[src/rtl/fsqrt_seq_if.sv]
// Operand/result handshake bundle between the FPU issue stage, the sequential
// square-root unit and writeback.
interface fsqrt_seq_if;
    logic        s_valid;
    logic        s_ready;
    logic [31:0] s;
    logic        d_valid;
    logic        d_ready;
    logic [31:0] d;
    logic        overflow;
    logic        underflow;
    logic        busy;

    modport master (
        output s_valid, s, d_ready,
        input  s_ready, d_valid, d, overflow, underflow, busy
    );

    modport slave (
        input  s_valid, s, d_ready,
        output s_ready, d_valid, d, overflow, underflow, busy
    );
endinterface

[src/rtl/fsqrt_seq.sv]
// Sequential IEEE-754 single-precision square root, bit-serial restoring
// recurrence, one root bit per clock, round-to-nearest-even.
//
// state | meaning
// IDLE  | waiting for an operand, s_ready=1
// SPEC  | special operand (zero/denormal/negative/inf/NaN), load fixed result
// CALC  | one root bit per cycle, 25 iterations (24 result bits + guard)
// RND   | sticky, round, pack result
// DONE  | d_valid=1, hold d until writeback takes it
module fsqrt_seq #(
    parameter bit ROUND_EN = 1'b1
) (
    input  logic      clk,
    input  logic      rstn,
    fsqrt_seq_if.slave bus
);
    localparam logic [2:0] IDLE = 3'd0;
    localparam logic [2:0] SPEC = 3'd1;
    localparam logic [2:0] CALC = 3'd2;
    localparam logic [2:0] RND  = 3'd3;
    localparam logic [2:0] DONE = 3'd4;

    logic [2:0]  state_q, state_d;
    logic [4:0]  cnt_q, cnt_d;
    logic [31:0] op_q, op_d;
    logic [25:0] rad_q, rad_d;
    logic [27:0] rem_q, rem_d;
    logic [24:0] q_q, q_d;
    logic [31:0] d_q, d_d;

    logic [7:0]  s_e;
    logic        s_spec;
    logic [25:0] rad_init;
    logic [31:0] spec_val;
    logic [27:0] rem_sh;
    logic [27:0] trial;
    logic        round_up;
    logic [22:0] man_rnd;
    logic [7:0]  e_d;

    assign s_e    = bus.s[30:23];
    assign s_spec = (s_e == 8'h00) || bus.s[31] || (s_e == 8'hFF);
    // Odd biased exponent means an even true exponent: radicand in [1,2).
    assign rad_init = bus.s[23] ? {1'b0, 1'b1, bus.s[22:0], 1'b0}
                                : {1'b1, bus.s[22:0], 2'b00};

    always_comb begin
        spec_val = 32'h7FC0_0000;
        if (op_q[30:23] == 8'h00)
            spec_val = {op_q[31], 31'b0};
        else if (!op_q[31] && (op_q[22:0] == 23'd0))
            spec_val = 32'h7F80_0000;
    end

    assign rem_sh = {rem_q[25:0], rad_q[25:24]};
    assign trial  = rem_sh - {1'b0, q_q, 2'b01};

    // (e+127)>>1 split as (e>>1) + 63 + e[0]; the root cannot carry out of
    // the mantissa, so there is no exponent increment path.
    assign e_d      = {1'b0, op_q[30:24]} + 8'd63 + {7'd0, op_q[23]};
    assign round_up = ROUND_EN && q_q[0] && ((rem_q != 28'd0) || q_q[1]);
    assign man_rnd  = q_q[23:1] + {22'd0, round_up};

    always_comb begin
        state_d = state_q;
        cnt_d   = cnt_q;
        op_d    = op_q;
        rad_d   = rad_q;
        rem_d   = rem_q;
        q_d     = q_q;
        d_d     = d_q;
        case (state_q)
            IDLE: begin
                if (bus.s_valid) begin
                    op_d    = bus.s;
                    cnt_d   = 5'd0;
                    rad_d   = rad_init;
                    rem_d   = 28'd0;
                    q_d     = 25'd0;
                    state_d = s_spec ? SPEC : CALC;
                end
            end
            SPEC: begin
                d_d     = spec_val;
                state_d = DONE;
            end
            CALC: begin
                rad_d = {rad_q[23:0], 2'b00};
                if (!trial[27]) begin
                    rem_d = trial;
                    q_d   = {q_q[23:0], 1'b1};
                end else begin
                    rem_d = rem_sh;
                    q_d   = {q_q[23:0], 1'b0};
                end
                cnt_d = cnt_q + 5'd1;
                if (cnt_q == 5'd24)
                    state_d = RND;
            end
            RND: begin
                d_d     = {1'b0, e_d, man_rnd};
                state_d = DONE;
            end
            DONE: begin
                if (bus.d_ready)
                    state_d = IDLE;
            end
            default: state_d = IDLE;
        endcase
    end

    always_ff @(posedge clk or negedge rstn) begin
        if (!rstn) begin
            state_q <= IDLE;
            cnt_q   <= 5'd0;
            op_q    <= 32'd0;
            rad_q   <= 26'd0;
            rem_q   <= 28'd0;
            q_q     <= 25'd0;
            d_q     <= 32'd0;
        end else begin
            state_q <= state_d;
            cnt_q   <= cnt_d;
            op_q    <= op_d;
            rad_q   <= rad_d;
            rem_q   <= rem_d;
            q_q     <= q_d;
            d_q     <= d_d;
        end
    end

    assign bus.s_ready   = (state_q == IDLE);
    assign bus.d_valid   = (state_q == DONE);
    assign bus.busy      = (state_q != IDLE);
    assign bus.d         = d_q;
    assign bus.overflow  = 1'b0;
    assign bus.underflow = 1'b0;
endmodule
[src/flat_wrapper.sv]
// flat-port wrapper written by rule: the top's interface ports become plain ports
module fsqrt_seq_flat 
#(
    parameter bit ROUND_EN = 1'b1
)
  (clk, rstn, bus_s_valid, bus_s, bus_d_ready, bus_s_ready, bus_d_valid, bus_d, bus_overflow, bus_underflow, bus_busy);
  fsqrt_seq_if bus_i ();
  input  logic clk;
  input  logic rstn;
  input wire logic [$bits(bus_i.s_valid)-1:0] bus_s_valid;
  input wire logic [$bits(bus_i.s)-1:0] bus_s;
  input wire logic [$bits(bus_i.d_ready)-1:0] bus_d_ready;
  output wire logic [$bits(bus_i.s_ready)-1:0] bus_s_ready;
  output wire logic [$bits(bus_i.d_valid)-1:0] bus_d_valid;
  output wire logic [$bits(bus_i.d)-1:0] bus_d;
  output wire logic [$bits(bus_i.overflow)-1:0] bus_overflow;
  output wire logic [$bits(bus_i.underflow)-1:0] bus_underflow;
  output wire logic [$bits(bus_i.busy)-1:0] bus_busy;
  assign bus_i.s_valid = bus_s_valid;
  assign bus_i.s = bus_s;
  assign bus_i.d_ready = bus_d_ready;
  assign bus_s_ready = bus_i.s_ready;
  assign bus_d_valid = bus_i.d_valid;
  assign bus_d = bus_i.d;
  assign bus_overflow = bus_i.overflow;
  assign bus_underflow = bus_i.underflow;
  assign bus_busy = bus_i.busy;
  fsqrt_seq #(.ROUND_EN(ROUND_EN)) u_core (.clk(clk), .rstn(rstn), .bus(bus_i));
endmodule
[config.mk]
export PLATFORM = sky130hd
export DESIGN_NAME = fsqrt_seq_flat
export DESIGN_NICKNAME = d
export VERILOG_FILES = /design/src/rtl/fsqrt_seq_if.sv /design/src/rtl/fsqrt_seq.sv /design/src/flat_wrapper.sv
export SDC_FILE = /design/constraint.sdc
export NUM_CORES = 1
export LEC_CHECK = 0
export ABC_AREA = 1
export CORE_MARGIN = 4
export CORE_UTILIZATION = 30
export CTS_BUF_LIST = sky130_fd_sc_hd__clkbuf_8
export CTS_CLUSTER_SIZE = 8
export DETAILED_ROUTE_END_ITERATION = 10
export PLACE_DENSITY = 0.43
export REMOVE_ABC_BUFFERS = 1
export SKIP_CTS_REPAIR_TIMING = 1
export SYNTH_ARGS = -nofsm -noshare
export SYNTH_HDL_FRONTEND = slang
export SYNTH_SLANG_ARGS = --single-unit
[constraint.sdc]
create_clock -name clk -period 6.25 [get_ports clk]
set_input_delay 0.9375 -clock clk [delete_from_list [all_inputs] [get_ports clk]]
set_output_delay 0.9375 -clock clk [all_outputs]
set_load 0.005 [all_outputs]
==> impl_metrics.tcl, run 1 <==
set metrics [dict create \
    dieArea_um2 33100 \
    htree_levels 4 \
    vias 8208 \
    grtUsageMet1 0.238 \
    ys_types 40 \
    power_switching_uw 3130 \
    post-route-drc-count 0 \
    rsz0062_at_grt "no" \
    grt_antenna_before_repair 0 \
    syn_inst 1267 \
    place_area_um2 10100 \
    vias_per_cell 4.77 \
    grt_overflow 0 \
    tns_ns 0 \
    fp-row-count 63 \
    grt_use_met3 0.0186 \
    min_path_type "register to register" \
    p_clk_frac 0.132 \
    r2r_cells 7 \
    pwr-share-seq 0.261 \
    grt_busiest_layer "met2" \
    critPathLaunchType "register" \
    criticalPathCategory "register to register" \
    tightestPinTransition_ns 0.968 \
    required_ns 6.62 \
    cts_tree "done" \
    first_pass_iters 5 \
    die_y_um 182 \
    synth-seq-area-share 0.414 \
    grt_pass1_vias 8172 \
    max_freq_mhz 270 \
    power_uw 6060 \
    drive_above_1_share 0.0481 \
    ff2ff_setup_slack_ns 2.54 \
    period_minus_slack_ns 3.71 \
    ys_seq_elements 150 \
    hold_viol 0 \
    drt-initial-drc-count 504 \
    grt_pass1_wl_um 44400 \
    relSlewSlack 0.353 \
    p_int_uw 2930 \
    finalMaxSlewViolations 0 \
    diodes 0 \
    hold_end "u_core.bus.d[13]" \
    syn_avg_cell_area_um2 7.16 \
    design_area_um2 10500 \
    grt_max_degree 92 \
    core_area_um2 29700 \
    min_period_over_period 0.593 \
    reg2reg_from "u_core.state_q[1]" \
    area_growth_pct 15.8 \
    status "finished, final reports clean" \
    ir_worst_vdd_v 0.000263 \
    initial_core_util 0.305 \
    io_buffers 70 \
    cts_root_buffer "clkbuf_8" \
    powerDensity_nw_per_um2 577 \
    routabilityCongestion 0.840 \
    cts_made_buffers 17 \
    combPwrFrac 0.607 \
    max_cap_viol_count 0 \
    cts.sinks 150 \
    ys_warn_count 0 \
    setup-violations-final 0 \
    nets 1386 \
    grt_use_met2 0.271 \
    endpoint_kind "register" \
    cp.arrival_ns 4.08 \
    skew_ns 0.0106 \
    wirelength_um 27600 \
    wl_per_cell_um 16.0 \
    synthesis.area_um2 9070 \
    crit_path_max_fanout 57 \
    cts_max_path_buffers 2 \
    timing.hold.ws_ns 0.483 \
    p_leak_uw 0.00515 \
    grt_usage 0.166 \
    final_core_util 0.353 \
    min-delay-start "u_core.bus.d[13]" \
    worstReg2RegEnd "u_core.rem_q[3]" \
    ios 73 \
    swShare 0.517 \
    whs_path_depth 2 \
    hpwlAfterDp_um 20900 \
    ant_nets 0 \
    chipWidth_um 182 \
    clk_pin_slew_worst_paths_ns 0.09 \
    clk_latency_ns 0.45 \
]
==> through the flow <==
| stage | setup WS (ns) | cells |
|---|---|---|
| 3_5_place_dp | 2.52 | 1689 |
| 2_1_floorplan | 2.81 | 1225 |
| 5_1_grt | 2.27 | 1721 |
| 4_1_cts | 2.54 | 1721 |
| 6_report | 2.54 | 1721 |
| 3_3_place_gp | 2.55 | 1689 |
==> critical path: stages, from the launching register on <==
cell and delay [ns]:
dfrtp_1 0.49, nand3_2 0.12, buf_4 0.53, inv_2 0.44
nor2_4 0.86, inv_2 0.54, buf_4 0.41, o22ai_1 0.19
==> cell usage after synthesis, drive strengths merged <==
cell | number | area [um2]
a22o | 2 | 17.5
inv | 196 | 736
o21ai | 86 | 434
nor3 | 12 | 76.3
or2 | 1 | 6.26
o211ai | 2 | 15.0
clkbuf | 19 | 71.3
nand2 | 370 | 1400
buf | 24 | 135
nand4 | 20 | 125
xnor2 | 2 | 17.5
nand3 | 58 | 290
o21a | 2 | 15.0
clkinv | 2 | 7.51
a22oi | 23 | 173
xor2 | 15 | 131
a21oi | 87 | 435
a31oi | 1 | 6.26
o22a | 1 | 8.76
nor2 | 106 | 435
o21bai | 2 | 15.0
ha | 32 | 400
o221ai | 1 | 8.76
o22ai | 29 | 181
a21o | 1 | 7.51
conb | 1 | 3.75
nand3b | 3 | 22.5
dfrtp | 150 | 3750
nor4 | 13 | 81.3
a32o | 6 | 60.1
==> worst max-delay path by stage <==
stage	cells after the start	from	slack [ns]	end
6_report	7	u_core.state_q[1]	2.54	u_core.rem_q[3]
5_1_grt	7	u_core.state_q[1]	2.27	u_core.rem_q[10]
4_1_cts	7	u_core.state_q[1]	2.54	u_core.rem_q[3]
3_5_place_dp	7	bus_s_valid	2.52	u_core.rem_q[3]
3_3_place_gp	7	bus_s_valid	2.55	u_core.rem_q[3]
2_1_floorplan	7	u_core.state_q[2]	2.81	u_core.rad_q[24]
==> power by group through the flow <==
| stage | registers, uW | logic [uW] | clock network, uW |
|---|---|---|---|
| 2_1_floorplan | 1530 | 2560 | 0 |
| 3_3_place_gp | 1600 | 3700 | 0 |
| 3_5_place_dp | 1600 | 3700 | 0 |
| 4_1_cts | 1590 | 3710 | 829 |
| 5_1_grt | 1630 | 4210 | 866 |
| 6_report | 1580 | 3680 | 802 |
==> layer usage <==
metal / part of all wire / vias up
met1: 0.51 / 3880
met4: 0.0095 / 0
met5: 0 / -
li1: - / 4207
met2: 0.46 / 104
met3: 0.023 / 17
==> kinds of logic after synthesis <==
kind of cell,Yosys count,synth area share
AO/OA/AOI/OAI,243,0.152
buffers and inverters,241,0.105
flip-flops,150,0.414
XOR/XNOR,17,0.0164
AND/OR/NAND/NOR,583,0.269
other,1,0.000413
adder cells (fa/ha/maj),32,0.0441
==> sequential cells by signal, summed over array words and instances, names as in the netlist <==
register / count
u_core.rad_q: 25
u_core.state_q: 3
u_core.cnt_q: 5
u_core.rem_q: 28
u_core.op_q: 32
u_core.bus.d: 32
u_core.q_q: 25
==> cell usage in the layout (no fill, tap or decap), types with 3 or more instances in the layout <==
cell type,Yosys,routed
nand2_1,366,366
inv_1,185,185
dfrtp_1,150,150
nor2_1,99,99
a21oi_1,87,87
clkdlybuf4s50_1,0,69
nand3_1,58,57
o21ai_0,44,44
o21ai_1,41,41
ha_1,32,32
o22ai_1,29,29
a22oi_1,23,23
nand4_1,20,20
clkbuf_8,0,18
xor2_1,15,15
nor4_1,13,13
inv_2,11,11
nor3_1,10,10
a32o_1,6,6
inv_6,0,5
nor2_4,4,4
nand2_2,4,4
buf_4,7,4
nor2_2,3,3
nand3b_1,3,3
clkinvlp_4,0,3
==> area by class of cell <==
cell class | instances | area (um2)
fill | 3226 | 19200
multi-input combinational | 877 | 4380
sequential | 150 | 3750
inverter | 198 | 743
timing repair buffer | 74 | 732
tap | 390 | 488
clock buffer | 18 | 248
clock inverter | 14 | 163
(Power assumes the default switching activity.)
==> run 2, diff against run 1 <==
Settings changed: PLACE_DENSITY 0.43 to 0.44.
Clock period 6.25 ns to 3.11 ns, I/O delays scaled along.
==> run 2 against run 1 <==
  * Final cell count grew 1.1%
  * Global-route usage shrank 0.21 points
  * Combinational power grew 110%
  * Critical endpoint is now u_core.rem_q[18]
  * Largest cell class unchanged
==> impl_metrics.tcl, run 2 (same netlist as run 1, synthesis figures left out) <==
set metrics [dict create \
    grt_pass1_vias 8162 \
    cts.sinks 150 \
    multiInputGateArea_um2 4390 \
    ff2ff_setup_slack_ns 0.32 \
    vias 8183 \
    wirelength_um 26900 \
    crit_top_cell "nand2_1" \
    grt_pass1_wl_um 43800 \
    power_uw 12500 \
    mostFrequentLayoutCell "nand2_1" \
    finalMaxSlewViolations 0 \
    crit_family "simple AND/OR/NAND/NOR gates" \
    cpMaxStageDelayCell "dfrtp_1" \
    skew_ns 0.0181 \
    grt_max_degree 55 \
    core_area_um2 29700 \
    htree_levels 4 \
    period_minus_slack_ns 2.79 \
    status "finished, final reports clean" \
    pre_cts_ws_ns 0.228 \
    mostFrequentLayoutCells "nand2_1, inv_1, dfrtp_1" \
    grt_overflow 0 \
    drt-initial-drc-count 512 \
    cp.arrival_ns 3.14 \
    grt_usage 0.164 \
    cts_max_path_buffers 2 \
    wl_per_cell_um 15.4 \
    ios 73 \
    clk_pin_slew_worst_paths_ns 0.09 \
    hold_viol 0 \
    initial_core_util 0.305 \
    routabilityCongestion 0.828 \
    min_period_over_period 0.897 \
    crit_buf_inv 4 \
    cts_tree "done" \
    nets 1405 \
    cts_root_buffer "clkbuf_8" \
    grt_antenna_before_repair 0 \
    area_growth_pct 18.1 \
    io_buffers 70 \
    ir_worst_vdd_v 0.000504 \
    cp_cell_sequence "inv_2 > ha_1 > nand2_1 > inv_1 > nand2_1 > nand2_1 > inv_1 > nand2_1 > nand2_1 > nand3_1 > nand2_1 > nand2_1 > ha_4 > buf_12 > nand2_1 > nor2_1 > o21ai_1" \
    p_leak_uw 0.00526 \
    timing.final.ws_setup_ns 0.319 \
    die_y_um 182 \
    criticalPathCategory "register to register" \
    required_ns 3.46 \
    max_freq_mhz 358 \
    chipWidth_um 182 \
    endpoint_kind "register" \
    hpwlAfterDp_um 20300 \
    max_cap_viol_count 0 \
    min_path_type "register to register" \
    diodes 0 \
    first_pass_iters 5 \
    ant_nets 0 \
    fill_cells 3207 \
    setup-violations-final 0 \
    fp-row-count 63 \
    cts_made_buffers 17 \
    clk_latency_ns 0.47 \
    post-route-drc-count 0 \
    dieArea_um2 33100 \
    tightestPinTransition_ns 0.606 \
    relSlewSlack 0.595 \
    rsz0062_at_grt "no" \
    regArea_um2 3750 \
    critPathLaunchType "register" \
    vias_per_cell 4.70 \
    tns_ns 0 \
    max_stage_delay_ns 0.40 \
    crit_path_max_fanout 24 \
    powerDensity_nw_per_um2 1170 \
    drive_above_1_share 0.0600 \
]
==> run 2: cell count changes in the layout (fill, tap and decap cells not counted), moves of 2 or more <==
| cell | delta |
|---|---|
| inv_1 | +2 |
| buf_12 | +4 |
| inv_8 | -2 |
| inv_6 | -4 |
| buf_4 | +14 |
| clkbuf_8 | +3 |
==> run 2: cell type report <==
cell class	instances	area share
Tap cell	390	0.0455
Timing Repair Buffer	93	0.0865
Inverter	198	0.0694
Sequential cell	150	0.350
Clock inverter	11	0.0116
Multi-Input combinational cell	877	0.410
Clock buffer	21	0.0270
==> run 2: layer usage <==
metal / share of wire / wire length (um) / vias to the layer above / GRT usage
li1: - / - / 4234 / -
met1: 0.50 / 13400 / 3804 / 0.235
met2: 0.46 / 12300 / 125 / 0.261
met3: 0.029 / 787 / 20 / 0.0258
met4: 0.013 / 357 / 0 / 0.0399
met5: 0 / 0 / - / 0
==> run 2: report_power, final <==
part           internal, uW  leakage, uW  total, uW  switching [uW]
sequential             2690      0.00191       3160             470
combinational          2750      0.00315       7740            4990
clock                   798     0.000203       1610             808
total                  6230      0.00526      12500            6270
==> run 2: stage by stage <==
stage	hold WS, ns	util	std cells	instance area (um2)
2_1_floorplan	0.171	-	1225	8870
3_3_place_gp	0.451	0.346	1707	10300
3_5_place_dp	0.456	0.346	1707	10300
4_1_cts	-0.0725	0.360	1739	10700
5_1_grt	0.500	0.360	1740	10700
6_report	0.481	0.360	1740	10700
==> run 2: worst paths after layout <==
path,startpoint,to,depth (start not counted)
worst max-delay path,u_core.q_q[4],u_core.rem_q[18],17
worst min-delay path,u_core.op_q[2],u_core.op_q[2],2
worst max register to register,u_core.q_q[4],u_core.rem_q[18],17
worst min register to register,u_core.op_q[2],u_core.op_q[2],2
max in group asynchronous,rstn,u_core.bus.d[30],3
min in group asynchronous,rstn,u_core.q_q[0],2
==> run 2: worst min-delay path, delay by kind of cell (launching register included) <==
kind | cells | cell delay, ns
flip-flops | 1 | 0.35
AND/OR/NAND/NOR | 2 | 0.10
==> run 3, diff against run 2 <==
Settings changed: SLEW_MARGIN set to 25.
==> results of run 3 <==
No change in the layout: final DEF, timing and power equal those of run 2.
